`config.mk`:
```
export PLATFORM = sky130hd
export DESIGN_NAME = spram_arbiter
export DESIGN_NICKNAME = d
export VERILOG_FILES = /design/src/rtl/spram_arb_pkg.sv /design/src/rtl/arb_prio_starve.sv /design/src/rtl/spram_arbiter.sv
export SDC_FILE = /design/constraint.sdc
export NUM_CORES = 1
export LEC_CHECK = 0
export BUFFER_PORTS_ARGS = -buffer_cell sky130_fd_sc_hd__buf_2
export CAP_MARGIN = 10
export CORE_AREA = 2 2 96 98
export DETAILED_ROUTE_END_ITERATION = 16
export DIE_AREA = 0 0 98 100
export GPL_ROUTABILITY_DRIVEN = 0
export PLACE_DENSITY = 0.74
export SKIP_LAST_GASP = 1
export SLEW_MARGIN = 30
export SYNTH_ARGS = -nofsm -noshare
export SYNTH_HDL_FRONTEND = slang
export SYNTH_SLANG_ARGS = --single-unit
export TNS_END_PERCENT = 10
```
`constraint.sdc`:
```
create_clock -name clk -period 2.2 [get_ports clk]
set_input_delay 0.33 -clock clk [delete_from_list [all_inputs] [get_ports clk]]
set_output_delay 0.33 -clock clk [all_outputs]
set_load 0.01 [all_outputs]
```
`src/rtl/spram_arb_pkg.sv`:
```
// Shared types and constants for the two-port spram arbiter.
// mem_cmd_t is the default-width command layout seen at a requester port.
package spram_arb_pkg;

    localparam int unsigned DEF_WIDTH = 32;
    localparam int unsigned DEF_AW    = 11;

    localparam logic PORT_CORE = 1'b0;
    localparam logic PORT_SCAN = 1'b1;

    typedef struct packed {
        logic                 we;
        logic                 id_sel;
        logic [1:0]           seg_id;
        logic [DEF_AW-1:0]    addr;
        logic [DEF_WIDTH-1:0] wdata;
    } mem_cmd_t;

    // A read occupying S1 pins mem_id_sel for its response cycle, so a
    // candidate aimed at the other bank must wait one cycle.
    function automatic logic bank_conflict(
        input logic s1_valid,
        input logic s1_we,
        input logic s1_id_sel,
        input logic cand_id_sel
    );
        return s1_valid && !s1_we && (s1_id_sel != cand_id_sel);
    endfunction

endpackage

```
`src/rtl/arb_prio_starve.sv`:
```
// Two-way fixed-priority arbiter (scan port wins) with an anti-starvation
// counter that forces the core port through after MAX_WAIT denied cycles.
module arb_prio_starve
    import spram_arb_pkg::*;
#(
    parameter int unsigned MAX_WAIT = 8
) (
    input  logic       clk,
    input  logic       rst,
    input  logic       stall,
    input  logic [1:0] req,
    input  logic [1:0] elig,
    output logic [1:0] gnt
);

    localparam int unsigned CW = $clog2(MAX_WAIT + 1);

    logic [CW-1:0] wait_cnt_q;
    logic [CW-1:0] wait_cnt_d;
    logic          force_core;

    always_comb begin
        force_core = (wait_cnt_q == CW'(MAX_WAIT));
        gnt        = '0;
        if (elig[PORT_SCAN] && !(elig[PORT_CORE] && force_core)) begin
            gnt[PORT_SCAN] = 1'b1;
        end else if (elig[PORT_CORE]) begin
            gnt[PORT_CORE] = 1'b1;
        end
    end

    // Denials caused by a bank-conflict bubble still count; only stall freezes.
    always_comb begin
        wait_cnt_d = wait_cnt_q;
        if (gnt[PORT_CORE] || !req[PORT_CORE]) begin
            wait_cnt_d = '0;
        end else if (!stall && !force_core) begin
            wait_cnt_d = wait_cnt_q + 1'b1;
        end
    end

    always_ff @(posedge clk or posedge rst) begin
        if (rst) begin
            wait_cnt_q <= '0;
        end else begin
            wait_cnt_q <= wait_cnt_d;
        end
    end

endmodule

```
`src/rtl/spram_arbiter.sv`:
```
// Shares one spram between the core port (0) and the scan/debug port (1):
// grant -> S1 drives the mem pins -> S2 routes read data back to its port.
module spram_arbiter
    import spram_arb_pkg::*;
#(
    parameter int unsigned WIDTH    = DEF_WIDTH,
    parameter int unsigned AW       = DEF_AW,
    parameter int unsigned MAX_WAIT = 8
) (
    input  logic             clk,
    input  logic             rst,
    input  logic             stall,

    input  logic             p0_req,
    input  logic             p0_we,
    input  logic             p0_id_sel,
    input  logic [1:0]       p0_seg_id,
    input  logic [AW-1:0]    p0_addr,
    input  logic [WIDTH-1:0] p0_wdata,
    output logic             p0_gnt,
    output logic             p0_rvalid,
    output logic [WIDTH-1:0] p0_rdata,

    input  logic             p1_req,
    input  logic             p1_we,
    input  logic             p1_id_sel,
    input  logic [1:0]       p1_seg_id,
    input  logic [AW-1:0]    p1_addr,
    input  logic [WIDTH-1:0] p1_wdata,
    output logic             p1_gnt,
    output logic             p1_rvalid,
    output logic [WIDTH-1:0] p1_rdata,

    output logic             mem_cen,
    output logic             mem_wen,
    output logic             mem_ren,
    output logic             mem_id_sel,
    output logic [AW-1:0]    mem_addr,
    output logic [WIDTH-1:0] mem_wdata,
    output logic [1:0]       mem_seg_id,
    input  logic [WIDTH-1:0] mem_rdata
);

    typedef struct packed {
        logic             valid;
        logic             port;
        logic             we;
        logic             id_sel;
        logic [1:0]       seg_id;
        logic [AW-1:0]    addr;
        logic [WIDTH-1:0] wdata;
    } s1_t;

    typedef struct packed {
        logic valid;
        logic port;
        logic id_sel;
    } s2_t;

    s1_t        s1_q;
    s1_t        s1_d;
    s2_t        s2_q;
    s2_t        s2_d;
    logic [1:0] req;
    logic [1:0] elig;
    logic [1:0] arb_gnt;

    always_comb begin
        req             = {p1_req, p0_req};
        elig            = '0;
        elig[PORT_CORE] = p0_req && !stall && !rst &&
                          !bank_conflict(s1_q.valid, s1_q.we, s1_q.id_sel, p0_id_sel);
        elig[PORT_SCAN] = p1_req && !stall && !rst &&
                          !bank_conflict(s1_q.valid, s1_q.we, s1_q.id_sel, p1_id_sel);
    end

    arb_prio_starve #(
        .MAX_WAIT (MAX_WAIT)
    ) u_arb (
        .clk   (clk),
        .rst   (rst),
        .stall (stall),
        .req   (req),
        .elig  (elig),
        .gnt   (arb_gnt)
    );

    assign p0_gnt = arb_gnt[PORT_CORE];
    assign p1_gnt = arb_gnt[PORT_SCAN];

    always_comb begin
        s1_d = '0;
        if (arb_gnt[PORT_SCAN]) begin
            s1_d.valid  = 1'b1;
            s1_d.port   = PORT_SCAN;
            s1_d.we     = p1_we;
            s1_d.id_sel = p1_id_sel;
            s1_d.seg_id = p1_seg_id;
            s1_d.addr   = p1_addr;
            s1_d.wdata  = p1_wdata;
        end else if (arb_gnt[PORT_CORE]) begin
            s1_d.valid  = 1'b1;
            s1_d.port   = PORT_CORE;
            s1_d.we     = p0_we;
            s1_d.id_sel = p0_id_sel;
            s1_d.seg_id = p0_seg_id;
            s1_d.addr   = p0_addr;
            s1_d.wdata  = p0_wdata;
        end
    end

    always_comb begin
        s2_d = '0;
        if (s1_q.valid && !s1_q.we) begin
            s2_d.valid  = 1'b1;
            s2_d.port   = s1_q.port;
            s2_d.id_sel = s1_q.id_sel;
        end
    end

    always_ff @(posedge clk or posedge rst) begin
        if (rst) begin
            s1_q <= '0;
            s2_q <= '0;
        end else begin
            s1_q <= s1_d;
            s2_q <= s2_d;
        end
    end

    // ren stays high through S2 because spram gates its rdata with ren.
    always_comb begin
        mem_cen    = s1_q.valid || s2_q.valid;
        mem_wen    = s1_q.valid && s1_q.we;
        mem_ren    = (s1_q.valid && !s1_q.we) || s2_q.valid;
        mem_id_sel = s1_q.valid ? s1_q.id_sel : s2_q.id_sel;
        mem_addr   = s1_q.valid ? s1_q.addr   : '0;
        mem_wdata  = s1_q.valid ? s1_q.wdata  : '0;
        mem_seg_id = s1_q.valid ? s1_q.seg_id : '0;
    end

    always_comb begin
        p0_rvalid = s2_q.valid && (s2_q.port == PORT_CORE);
        p1_rvalid = s2_q.valid && (s2_q.port == PORT_SCAN);
        p0_rdata  = p0_rvalid ? mem_rdata : '0;
        p1_rdata  = p1_rvalid ? mem_rdata : '0;
    end

endmodule

```
### After elaboration in Yosys (flattened, before gate mapping)

Index checks and enable logic that the tools add are counted.

| word-level totals | value |
|---|---|
| register bits | 56 |
| bits in latches | 0 |
| memory bits (writable) | 0 |
| ROM bits | 0 |
| bits of input ports | 131 |
| output and inout bits | 117 |
| logic and storage cells | 57 |
| memories kept | 0 |

| operators by class | value |
|---|---|
| add/sub/neg operators | 1 |
| multipliers | 0 |
| divide/modulo/power cells | 0 |
| magnitude comparators | 0 |
| eq/ne operators | 3 |
| shift operators | 0 |
| multiplexer cells | 14 |
| bitwise gates (word level) | 1 |
| reductions and logical operators | 27 |

Operators with widths:

| kind | number |
|---|---|
| $mux W49 | 2 |
| $mux W32 | 3 |
| $logic_and A1 B1 Y1 | 15 |
| $mux W11 | 1 |
| $logic_not A1 Y1 | 8 |
| $mux W4 | 2 |
| $add A4 B1 Y4 const B | 1 |
| $eq A4 B4 Y1 const B | 1 |
| $mux W1 | 4 |
| $logic_or A1 B1 Y1 | 3 |
| $mux W3 | 1 |
| $mux W2 | 1 |
| $ne A1 B1 Y1 | 2 |
| $reduce_bool A2 Y1 | 1 |
| $not A1 Y1 | 1 |

### Longest topological paths before layout

| depth | value |
|---|---|
| depth after elaboration | 11 |
| gate-level depth with buffers | 7 |
| depth with buffers taken out | 6 |

### By module

Synthesis repeated with hierarchy kept, for this count alone.

| second synthesis, totals | value |
|---|---|
| cells, all modules | 280 |
| area, all modules | 2945.3 um^2 |

Modules (own cells, without submodules):

| module | times used | cells each | area an instance (um^2) | seq. area each (um^2) |
|---|---|---|---|---|
| spram_arbiter | 1 | 252 | 2685.1 | 1301.2 |
| arb_prio_starve | 1 | 28 | 260.2 | 100.1 |

### Least setup slack after synthesis

Ideal clock, no wire load.

| path | value |
|---|---|
| kind | register -> output |
| start | register u_arb.wait_cnt_q[0] |
| end | output port p1_gnt |
| data arrival time | 1.446 ns |
| data required time | 1.870 ns |
| slack | 0.424 ns |
| stages on the path, launching flop included | 8 |
| path buffers | 2 |
| cells stage by stage | dfrtp_1 inv_1 ha_1 and3b_1 a21o_1 buf_6 buf_6 nor2_1 |

| between the ends | value |
|---|---|
| cells in the longest elaborated chain, start to end | 5 |

RTL lines:

| item | line | source |
|---|---|---|
| start, declared | arb_prio_starve.sv:18 | `logic [CW-1:0] wait_cnt_q;` |
| start signal, assigned | arb_prio_starve.sv:46 | `wait_cnt_q <= wait_cnt_d;` |
| $eq A4 B4 Y1 | arb_prio_starve.sv:23 | `force_core = (wait_cnt_q == CW'(MAX_WAIT));` |
| $logic_and A1 B1 Y1 | arb_prio_starve.sv:25 | `if (elig[PORT_SCAN] && !(elig[PORT_CORE] && force_core)) begin` |
| $logic_not A1 Y1 | arb_prio_starve.sv:25 |  |
| $logic_and A1 B1 Y1 | arb_prio_starve.sv:25 |  |
| $mux W1 | arb_prio_starve.sv:25 |  |
| end, declared | spram_arbiter.sv:30 | `output logic p1_gnt,` |

No other way between the ends.

### Worst setup path in the final report

Same ends and word-level chain as after synthesis.

==> metrics <==
status completed; Tot Pwr 0.00215 W; Leak 2.79 nW; RSZ-0062 raised after global routing false; worst hold path class in -> async; HPWL Detailed approximately 8000 um; crit path kind reg -> out; vias 3506; DRC Markers 0; pwr dens between 400 and 500 nW/um^2; num rows 35; top post-synthesis cells by count nand2_1 (94), and2_1 (81), dfrtp_1 (56); Die Area around 9800 sq um; top post-synthesis cells by area dfrtp_1 (42%), and2_1 (15%), nand2_1 (11%); Clock Latency Late Sink approximately 320 ps; Util after Layout ~53%; global route overflow 0; Syn Std Cell Area ~3300 sq um; Fin. Hold Viols 0; register bit count reported by yosys 56; Post-synth EDFFs 0; Port Buffers ~250; Worst-Margin Slew slightly below 700 ps; fin crit share about 94%; post-route cell area 4710 sq um; vias in the first global route 3207; top-count cell post-synth nand2_1; Main synth FF type dfrtp_1; Final Routed Wirelength 10300 um; syn avg cell area 8.66 sq um; Setup TNS 0 ps; fin. max-slew vios 0; H-tree lvl count 2; R2R setup slack 440 ps; share of the synthesized area in the top cell type ~42%; Area growth, synth to finish 42.8%; CP Capture Type primary output; First-pass DRT Iterations 4; Setup Fix Bufs, Post-CTS 0; Die W between 90 and 100 um; total track usage around a fifth; reg2reg start u_arb.wait_cnt_q[0]; CP startpoint kind flop; post-CTS sizing 0; DR WL/cell approximately 14 um; worst reg2reg path endpoint s1_q[24]; Die H around 100 um; Setup crit end p1_gnt; initial core utilization roughly 37%; CP arrival ~1700 ps; critical path, cell by cell inv_1 > ha_1 > and3b_1 > a21o_2 > nor2_1 > buf_2; Final ANT Viol Nets 0; I/O Pins about 250; Hold Buf Count CTS 0; Mapped Cells roughly 380; minimum clock period around 2100 ps; relative slew slack between 50% and 60%; max incr delay on CP between 300 and 400 ps; largest net degree at the start of global routing 59; Yosys top cell by area dfrtp_1; CTS tree yes; clock slew at reported path FFs 110 ps; Worst Path Required roughly 1900 ps; clk_skew approximately 13 ps; Max Buffers Root-to-Sink 2; Fmax slightly below 500 MHz; sequential cell area fraction in the yosys report a little over two fifths; max_cap viols 0; CTS Buf Count 5; clock root buffer clkbuf_8; R2R depth 6; post-place instance area between 4000 and 5000 sq um; peak supply drop about 0.00025 V; FFs w/ async S/R, synth 100%; clk sinks 56; yosys warns 0; crit path launch u_arb.wait_cnt_q[0]; DRT iter0 DRCs 163; layout net count 745; library cells used by synthesis 26; core area just under 9000 sq um; CP max-delay cell dfrtp_1; final setup fails 0; first-pass GRT wire length 15600 um; initial antenna violation count 0; Vias/cell 4.84; Worst Path Max Fanout 3; antenna cells 0; Post-Syn Nets 514; fraction of layout cells with a size suffix above 1 48.1%
per-stage QoR:
stage               setup WS, ps  hold slack (ps)  instances
floorplan                    424              428        381
global placement             508              431        716
detailed placement           457              439        716
CTS                          104              167        724
global route                24.6              192        724
finish                       141              144        724
sequential cells by signal (all words and copies together), names as in the netlist:
signal / flops
s1_q: 49
s2_q: 3
u_arb.wait_cnt_q: 4
cells by family after synthesis:
kind of cell / count (synthesis) / share of synthesized area, %
simple gates: 219 / 34.2
buf+inv: 39 / 5.42
mux: 3 / 1.02
compound gates: 58 / 15.0
fa+ha+maj: 2 / 0.758
xor+xnor: 4 / 1.06
flops: 56 / 42.5
critical path, delay by kind of cell (launching register included):
family	cells	cell delay, ps
buffers and inverters	2	240
AO/OA/AOI/OAI	1	230
AND/OR/NAND/NOR	2	360
flip-flops	1	390
adder cells (fa/ha/maj)	1	210
metal layers:
metal	up-vias	share of wire [%]	routed length, um	track usage [%]
met5	-	0	0	0
met2	176	53	5420	37.8
li1	1719	-	-	-
met4	0	1.5	157	5.24
met1	1600	37	3810	21.7
met3	11	9.0	925	4.67
worst min path at each step:
stage                to  slack, ps  cells after the start
2_1_floorplan   s2_q[1]        430                      1
3_3_place_gp    s2_q[1]        430                      1
3_5_place_dp    s2_q[1]        440                      1
4_1_cts        s1_q[32]        170                      2
5_1_grt        s1_q[32]        190                      2
6_report       s1_q[32]        140                      2
report_power, final:
| group | switching (W) | internal (W) | total, W | leakage, nW |
|---|---|---|---|---|
| Sequential | 0.0000161 | 0.00107 | 0.00109 | 0.762 |
| Clock | 0.000348 | 0.000259 | 0.000607 | 0.0516 |
| Combinational | 0.000250 | 0.000204 | 0.000454 | 1.97 |
cells in the final DEF, fill, tap and decap left out, drive strengths merged:
master	n
clkinv	1
o21ai	3
dfrtp	56
or2	2
and3	32
clkbuf	6
o211a	4
and3b	1
a21o	1
nand2b	2
nand2	94
buf	259
nor2b	2
inv	5
ha	2
nand4b	1
o21a	1
a21oi	2
and2	81
xnor2	4
nor2	4
o22ai	47
mux2	3
area by class of cell:
| cell class | instances | area, sq um |
|---|---|---|
| inverter | 4 | 15.0 |
| multi-input combinational | 286 | 1740 |
| tap | 111 | 139 |
| timing repair buffer | 259 | 1330 |
| clock buffer | 6 | 82.6 |
| clock inverter | 2 | 13.8 |
| fill | 888 | 4180 |
| sequential | 56 | 1400 |
No activity file was read; power rests on OpenSTA's default activity.
